### config.mk
export PLATFORM = sky130hd
export DESIGN_NAME = audio_source_switch_flat
export DESIGN_NICKNAME = d
export VERILOG_FILES = /design/src/rtl/audio_source_switch_if.sv /design/src/rtl/audio_source_switch.sv /design/src/flat_wrapper.sv
export SDC_FILE = /design/constraint.sdc
export NUM_CORES = 1
export LEC_CHECK = 0
export CAP_MARGIN = 5
export CELL_PAD_IN_SITES_DETAIL_PLACEMENT = 1
export CELL_PAD_IN_SITES_GLOBAL_PLACEMENT = 1
export CORE_ASPECT_RATIO = 1.4
export CORE_UTILIZATION = 46
export CTS_CLUSTER_SIZE = 20
export DETAILED_ROUTE_END_ITERATION = 6
export MAX_ROUTING_LAYER = met4
export PLACE_DENSITY_LB_ADDON = 0.3
export SLEW_MARGIN = 20
export SYNTH_ARGS = -nofsm -noshare
export SYNTH_HDL_FRONTEND = slang
export SYNTH_SLANG_ARGS = --single-unit
### constraint.sdc
create_clock -name clk -period 15.15 [get_ports clk]
set_input_delay 1.515 -clock clk [delete_from_list [all_inputs] [get_ports clk]]
set_output_delay 1.515 -clock clk [all_outputs]
set_load 0.005 [all_outputs]
### src/rtl/audio_source_switch_if.sv
`default_nettype none
// +--------------------------------------------------------------------------+
// | audio_source_switch_if                                                   |
// | Bundle of source inputs, mixed output and status for audio_source_switch |
// | Optional peak meter signals appear with AUDIO_SWITCH_PEAK_EN             |
// | Rev 1.0                                                                  |
// +--------------------------------------------------------------------------+
interface audio_source_switch_if #(
    parameter int NUM_SRC = 4,
    parameter int NUM_CH  = 2,
    parameter int DATA_W  = 24
);
    localparam int SEL_W = (NUM_SRC > 1) ? $clog2(NUM_SRC) : 1;

    logic                               run;
    logic [SEL_W-1:0]                   select;
    logic [NUM_SRC-1:0]                 src_valid;
    logic [NUM_SRC*NUM_CH*DATA_W-1:0]   src_data;
    logic                               dout_valid;
    logic [NUM_CH*DATA_W-1:0]           dout_data;
    logic [SEL_W-1:0]                   active_sel;
    logic                               switching;
    logic                               timeout_flag;
`ifdef AUDIO_SWITCH_PEAK_EN
    logic                               peak_clr;
    logic [NUM_CH*DATA_W-1:0]           peak_level;

    modport master (
        output run, select, src_valid, src_data, peak_clr,
        input  dout_valid, dout_data, active_sel, switching, timeout_flag, peak_level
    );
    modport slave (
        input  run, select, src_valid, src_data, peak_clr,
        output dout_valid, dout_data, active_sel, switching, timeout_flag, peak_level
    );
`else
    modport master (
        output run, select, src_valid, src_data,
        input  dout_valid, dout_data, active_sel, switching, timeout_flag
    );
    modport slave (
        input  run, select, src_valid, src_data,
        output dout_valid, dout_data, active_sel, switching, timeout_flag
    );
`endif
endinterface
`default_nettype wire

### src/rtl/audio_source_switch.sv
`default_nettype none
// +--------------------------------------------------------------------------+
// | audio_source_switch                                                      |
// | N-source PCM selector with click-free linear fade swap and stall timeout |
// | Optional per-channel peak meter: AUDIO_SWITCH_PEAK_EN                    |
// | Rev 1.0                                                                  |
// +--------------------------------------------------------------------------+
module audio_source_switch #(
    parameter int NUM_SRC    = 4,
    parameter int NUM_CH     = 2,
    parameter int DATA_W     = 24,
    parameter int RAMP_SHIFT = 6,
    parameter int TIMEOUT    = 4096
) (
    input  wire logic           clk,
    input  wire logic           reset,
    audio_source_switch_if.slave bus
);
    localparam int SEL_W = (NUM_SRC > 1) ? $clog2(NUM_SRC) : 1;
    localparam int G_W   = RAMP_SHIFT + 1;
    localparam int P_W   = DATA_W + RAMP_SHIFT + 2;
    localparam int CNT_W = $clog2(TIMEOUT + 1);
    localparam logic [G_W-1:0]   c_g_full  = G_W'(1 << RAMP_SHIFT);
    localparam logic [CNT_W-1:0] c_to_last = CNT_W'(TIMEOUT - 1);

    typedef enum logic [1:0] {
        IDLE     = 2'd0,
        PLAY     = 2'd1,
        FADE_OUT = 2'd2,
        FADE_IN  = 2'd3
    } state_t;

    state_t                    state_q, state_d;
    logic [G_W-1:0]            g_q, g_d;
    logic [SEL_W-1:0]          pending_q, pending_d;
    logic [SEL_W-1:0]          req_q, req_d;
    logic [SEL_W-1:0]          active_sel_q, active_sel_d;
    logic [CNT_W-1:0]          cnt_q, cnt_d;
    logic                      dout_valid_q, dout_valid_d;
    logic [NUM_CH*DATA_W-1:0]  dout_data_q, dout_data_d;
    logic                      switching_q, switching_d;
    logic                      timeout_flag_q, timeout_flag_d;

    logic                      w_sel_ok;
    logic [SEL_W-1:0]          w_req;
    logic                      w_act_v;
    logic [G_W-1:0]            w_g_dec;
    logic [G_W-1:0]            w_g_inc;
    logic [NUM_CH*DATA_W-1:0]  w_scaled;

    // Scale each channel of the routed source by the current gain
    for (genvar c = 0; c < NUM_CH; c++) begin : g_ch
        logic signed [DATA_W-1:0] w_smp;
        logic signed [P_W-1:0]    w_prod;
        logic signed [P_W-1:0]    w_shf;
        assign w_smp  = bus.src_data[(int'(active_sel_q) * NUM_CH + c) * DATA_W +: DATA_W];
        assign w_prod = P_W'(w_smp) * $signed(P_W'({1'b0, g_q}));
        assign w_shf  = w_prod >>> RAMP_SHIFT;
        assign w_scaled[c*DATA_W +: DATA_W] = w_shf[DATA_W-1:0];
    end

    assign w_sel_ok = int'(bus.select) < NUM_SRC;
    assign w_req    = w_sel_ok ? bus.select : req_q;
    assign w_act_v  = (state_q != IDLE) && bus.src_valid[active_sel_q];
    assign w_g_dec  = (g_q == '0) ? g_q : g_q - 1'b1;
    assign w_g_inc  = (g_q == c_g_full) ? g_q : g_q + 1'b1;

    always_comb begin
        state_d        = state_q;
        g_d            = g_q;
        pending_d      = pending_q;
        req_d          = w_req;
        active_sel_d   = active_sel_q;
        cnt_d          = '0;
        dout_valid_d   = 1'b0;
        dout_data_d    = dout_data_q;
        timeout_flag_d = timeout_flag_q;
        if (!bus.run) begin
            state_d        = IDLE;
            g_d            = c_g_full;
            pending_d      = '0;
            active_sel_d   = '0;
            dout_data_d    = '0;
            timeout_flag_d = 1'b0;
        end else begin
            if (w_act_v) begin
                dout_valid_d = 1'b1;
                dout_data_d  = w_scaled;
            end
            case (state_q)
                IDLE: begin
                    active_sel_d = w_req;
                    g_d          = c_g_full;
                    state_d      = PLAY;
                end
                PLAY: begin
                    if (w_req != active_sel_q) begin
                        pending_d = w_req;
                        state_d   = FADE_OUT;
                    end
                end
                FADE_OUT: begin
                    pending_d = w_req;
                    if (w_act_v) g_d = w_g_dec;
                    if (w_req == active_sel_q) begin
                        state_d = FADE_IN;
                    end else if (w_act_v && (w_g_dec == '0)) begin
                        active_sel_d = pending_q;
                        state_d      = FADE_IN;
                    end else if (!w_act_v && (cnt_q == c_to_last)) begin
                        // Fading source has stalled: swap without waiting for the ramp
                        g_d            = '0;
                        active_sel_d   = pending_q;
                        timeout_flag_d = 1'b1;
                        state_d        = FADE_IN;
                    end else if (!w_act_v) begin
                        cnt_d = cnt_q + 1'b1;
                    end
                end
                FADE_IN: begin
                    if (w_act_v) g_d = w_g_inc;
                    if (w_req != active_sel_q) begin
                        pending_d = w_req;
                        state_d   = FADE_OUT;
                    end else if (w_act_v && (w_g_inc == c_g_full)) begin
                        state_d = PLAY;
                    end
                end
                default: state_d = IDLE;
            endcase
        end
        switching_d = (state_d == FADE_OUT) || (state_d == FADE_IN);
    end

`ifdef AUDIO_SWITCH_PEAK_EN
    logic [NUM_CH*DATA_W-1:0] peak_q, peak_d;

    for (genvar c = 0; c < NUM_CH; c++) begin : g_peak
        logic signed [DATA_W-1:0] w_v;
        logic [DATA_W-1:0]        w_mag;
        logic [DATA_W-1:0]        w_base;
        assign w_v    = dout_data_d[c*DATA_W +: DATA_W];
        assign w_mag  = (w_v == {1'b1, {(DATA_W-1){1'b0}}}) ? {1'b0, {(DATA_W-1){1'b1}}} :
                        w_v[DATA_W-1] ? DATA_W'(-w_v) : DATA_W'(w_v);
        assign w_base = bus.peak_clr ? '0 : peak_q[c*DATA_W +: DATA_W];
        assign peak_d[c*DATA_W +: DATA_W] = (dout_valid_d && (w_mag > w_base)) ? w_mag : w_base;
    end

    assign bus.peak_level = peak_q;
`endif

    always_ff @(posedge clk) begin
        if (reset) begin
            state_q        <= IDLE;
            g_q            <= c_g_full;
            pending_q      <= '0;
            req_q          <= '0;
            active_sel_q   <= '0;
            cnt_q          <= '0;
            dout_valid_q   <= 1'b0;
            dout_data_q    <= '0;
            switching_q    <= 1'b0;
            timeout_flag_q <= 1'b0;
`ifdef AUDIO_SWITCH_PEAK_EN
            peak_q         <= '0;
`endif
        end else begin
            state_q        <= state_d;
            g_q            <= g_d;
            pending_q      <= pending_d;
            req_q          <= req_d;
            active_sel_q   <= active_sel_d;
            cnt_q          <= cnt_d;
            dout_valid_q   <= dout_valid_d;
            dout_data_q    <= dout_data_d;
            switching_q    <= switching_d;
            timeout_flag_q <= timeout_flag_d;
`ifdef AUDIO_SWITCH_PEAK_EN
            peak_q         <= peak_d;
`endif
        end
    end

    assign bus.dout_valid   = dout_valid_q;
    assign bus.dout_data    = dout_data_q;
    assign bus.active_sel   = active_sel_q;
    assign bus.switching    = switching_q;
    assign bus.timeout_flag = timeout_flag_q;

endmodule
`default_nettype wire

### src/flat_wrapper.sv
// flat-port wrapper written by rule: the top's interface ports become plain ports
module audio_source_switch_flat 
#(
    parameter int NUM_SRC    = 4,
    parameter int NUM_CH     = 2,
    parameter int DATA_W     = 24,
    parameter int RAMP_SHIFT = 6,
    parameter int TIMEOUT    = 4096
)
  (clk, reset, bus_run, bus_select, bus_src_valid, bus_src_data, bus_dout_valid, bus_dout_data, bus_active_sel, bus_switching, bus_timeout_flag);
  audio_source_switch_if #(.NUM_SRC(NUM_SRC), .NUM_CH(NUM_CH), .DATA_W(DATA_W)) bus_i ();
  input  wire logic clk;
  input  wire logic reset;
  input wire logic [$bits(bus_i.run)-1:0] bus_run;
  input wire logic [$bits(bus_i.select)-1:0] bus_select;
  input wire logic [$bits(bus_i.src_valid)-1:0] bus_src_valid;
  input wire logic [$bits(bus_i.src_data)-1:0] bus_src_data;
  output wire logic [$bits(bus_i.dout_valid)-1:0] bus_dout_valid;
  output wire logic [$bits(bus_i.dout_data)-1:0] bus_dout_data;
  output wire logic [$bits(bus_i.active_sel)-1:0] bus_active_sel;
  output wire logic [$bits(bus_i.switching)-1:0] bus_switching;
  output wire logic [$bits(bus_i.timeout_flag)-1:0] bus_timeout_flag;
  assign bus_i.run = bus_run;
  assign bus_i.select = bus_select;
  assign bus_i.src_valid = bus_src_valid;
  assign bus_i.src_data = bus_src_data;
  assign bus_dout_valid = bus_i.dout_valid;
  assign bus_dout_data = bus_i.dout_data;
  assign bus_active_sel = bus_i.active_sel;
  assign bus_switching = bus_i.switching;
  assign bus_timeout_flag = bus_i.timeout_flag;
  audio_source_switch #(.NUM_SRC(NUM_SRC), .NUM_CH(NUM_CH), .DATA_W(DATA_W), .RAMP_SHIFT(RAMP_SHIFT), .TIMEOUT(TIMEOUT)) u_core (.clk(clk), .reset(reset), .bus(bus_i));
endmodule
==> metrics <==
max_cap viols 0; PD cells 51.0 nW/um^2; Post-Syn Nets approximately 2400; commonest non-fill, non-tap cell in the layout inv_1; run status completed; final slew viol count 0; DR vias/cell 5.68; RSZ-0062 raised after global routing false; switching share of power 43.3%; CP Launch Type register; LEAKAGE approximately 8.6 nW; via count 14200; register bit total from synthesis just under 80; fillcell total approximately 4000; Final Hold Viols 0; CP max stage cell nor2_1; Slew HR between 30% and 40%; crit-path cells ha_1 -> clkinv_1 -> nor2_1 -> a22oi_1 -> nand2b_1 -> fa_1 -> inv_1 -> fa_1 -> fa_1 -> inv_1 -> fa_1 -> inv_1 -> ha_1 -> a21o_1 -> nor3_1 -> o21ai_0 -> o211ai_1 -> a211oi_1 -> o21ai_1 -> a21oi_1 -> or3_1 -> a32o_1; input/output buffers around 250; global route total overflow 0; Final #Nets roughly 2600; Ys Warns 0; area of the core 34300 sq um; Yosys cell types slightly above 70; Critical Path Most Common Cell fa_1; Peak Freq ~0.12 GHz; fin cells 2505; Clock power frac around 22%; first-pass GRT wire length ~90000 um; Clock Path Buffers 2; # DRC 0; max incr delay on CP around 930 ps; vias in the first global route 16400; post-synthesis cell count approximately 1800; CTS tree yes; Arr. time, crit path 8510 ps; Final Cycle Share between 50% and 60%; Total GRT Usage about 34%; cts hold-fix bufs 0; Worst Setup End Kind register; effective utilization at floorplan between 40 and 50%; CTS sink count between 70 and 80; die height around 220 um; final setup violation count 0; Root Buffer clkbuf_16; Slew @ Worst Pin 1030 ps; Cells after DPL between 2000 and 2500; Die ar. between 30000 and 40000 sq um; critical path class register to register; Layout Skew between 15 and 20 ps; worst hold-check path type register to register; Comb power frac 56.2%; hold slack 453 ps; CTS H-tree depth 3; post-CTS setup buffer count 0; row cnt 80; Main synth FF type dfxtp_1; clk slew on worst S/H paths approximately 80 ps; setup_tns 0 ps; peak supply drop around 0.046 mV; DR pass1 iterations 5; wirelength, routed between 50000 and 60000 um; Routed Antenna Nets 0; CP Max Fanout 43; most frequent cells in the layout inv_1, clkdlybuf4s50_1, fa_1, nand2_1, and2_1; P_int 0.000560 W; Syn-to-layout area delta 19.7%; Post-DP HPWL approximately 46000 um; DIE WIDTH roughly 160 um; Post-synth EDFFs 0; Avg Inst Size Synth between 8 and 9 sq um; Antenna diodes 0; I/O pin count ~250; largest net degree at the start of global routing 56; mapped cell area around 16000 sq um; Async SR Flop Fraction 0%; post-cts sizing count 0; P_sw 0.000428 W; initial antenna violation count 1; drt first-iter violations around 570; GPL Wtd Cong around 0.95; sequential share of the synthesized area 9.53%; CP Data Required Time between 15000 and 20000 ps; Reg power frac a little over a fifth; proportion of layout cells with a drive suffix above 1 around 6.0%; min Tclk post-route between 8000 and 9000 ps; CTS Buf Count 9; WL per Instance approximately 23 um; insertion delay to the later sink of the worst-skew pair 370 ps
routing by layer:
metal | up-vias | global-route usage [%] | wire length [um]
met5 | - | - | 0
met4 | 0 | 17.5 | 3080
met3 | 169 | 4.57 | 2650
met2 | 422 | 61.8 | 30400
met1 | 7333 | 34.5 | 20300
li1 | 6297 | - | -
synth_stat cells, types with 6 or more instances:
cell	number	area share, %
fa_1	240	30
dfxtp_1	77	9.5
nand3_1	21	0.65
nand2_1	149	3.5
a21oi_1	74	2.3
and3_1	6	0.23
nand2b_1	24	0.93
nand4_1	11	0.43
inv_1	347	8.1
nor2_1	105	2.4
xnor2_1	46	2.5
a211oi_1	8	0.37
mux2_2	21	1.5
mux2i_1	12	0.74
xor2_1	26	1.4
mux4_2	48	6.7
nor3_1	12	0.37
nor2b_1	94	3.6
o21bai_1	6	0.28
buf_1	8	0.19
o211ai_1	6	0.28
and2_1	131	5.1
o21ai_0	56	1.7
a31oi_1	11	0.43
a22oi_1	19	0.88
ha_1	119	9.2
clkbuf_1	61	1.4
a21o_1	22	1.0
worst paths after layout:
| kind | cells past startpoint | slack [ps] | endpoint | from |
|---|---|---|---|---|
| worst min-delay path | 2 | 450 | u_core.bus.dout_data[12] | u_core.bus.dout_data[12] |
| worst max register to register | 22 | 6890 | u_core.bus.dout_data[43] | u_core.bus.active_sel[0] |
| worst min register to register | 2 | 450 | u_core.bus.dout_data[12] | u_core.bus.dout_data[12] |
| worst max-delay path | 22 | 6890 | u_core.bus.dout_data[43] | u_core.bus.active_sel[0] |
power groups by stage:
stage                     clock network, W  registers (W)  logic (W)
final                             0.000218       0.000215   0.000555
after global routing              0.000230       0.000216   0.000611
after CTS                         0.000222       0.000215   0.000556
after detailed placement                 0       0.000219   0.000550
after global placement                   0       0.000219   0.000529
after floorplan                          0       0.000215   0.000350
per-stage QoR:
stage                     util [%]  total power, W  setup WS, ps  cell area, sq um
after floorplan                  -        0.000565          8300             16200
after global placement        55.6        0.000748          7360             19100
after CTS                     56.4        0.000993          7000             19400
final                         56.4        0.000988          6890             19400
after detailed placement      55.6        0.000769          7000             19100
after global routing          56.4         0.00106          6450             19400
cell type report:
| class | instances | area [sq um] | area share [%] |
|---|---|---|---|
| Multi-Input combinational cell | 1340 | 13000 | 67.1 |
| Timing Repair Buffer | 271 | 2670 | 13.8 |
| Sequential cell | 77 | 1550 | 7.99 |
| Inverter | 350 | 1310 | 6.79 |
| Tap cell | 451 | 564 | 2.92 |
| Clock buffer | 9 | 225 | 1.16 |
| Clock inverter | 7 | 57.6 | 0.297 |
sequential cells by signal, indices dropped and copies added (netlist names):
signal                   flops
u_core.pending_q             2
u_core.cnt_q                13
u_core.bus.timeout_flag      1
u_core.bus.dout_data        48
u_core.state_q               2
u_core.g_q                   7
u_core.bus.dout_valid        1
u_core.bus.switching         1
u_core.bus.active_sel        2
logic make-up (layout without fill, tap and decap cells):
kind of cell | count (synthesis) | count (layout) | synth area share (%)
xor gates and xnor gates | 72 | 72 | 3.90
and+or+nand+nor | 574 | 574 | 18.2
adders and majority gates | 359 | 359 | 38.9
buffers and inverters | 430 | 637 | 10.3
AOI/OAI and AO/OA | 254 | 254 | 10.3
muxes | 81 | 81 | 8.89
DFF | 77 | 77 | 9.53
critical path: cells and delay by family (launching register included):
kind                     cells  cell delay, ps
flip-flops                   1             790
AND/OR/NAND/NOR              4            1720
buffers and inverters        4             760
adder cells (fa/ha/maj)      6            3080
AO/OA/AOI/OAI                8            1790
No activity file was read; power rests on OpenSTA's default activity.
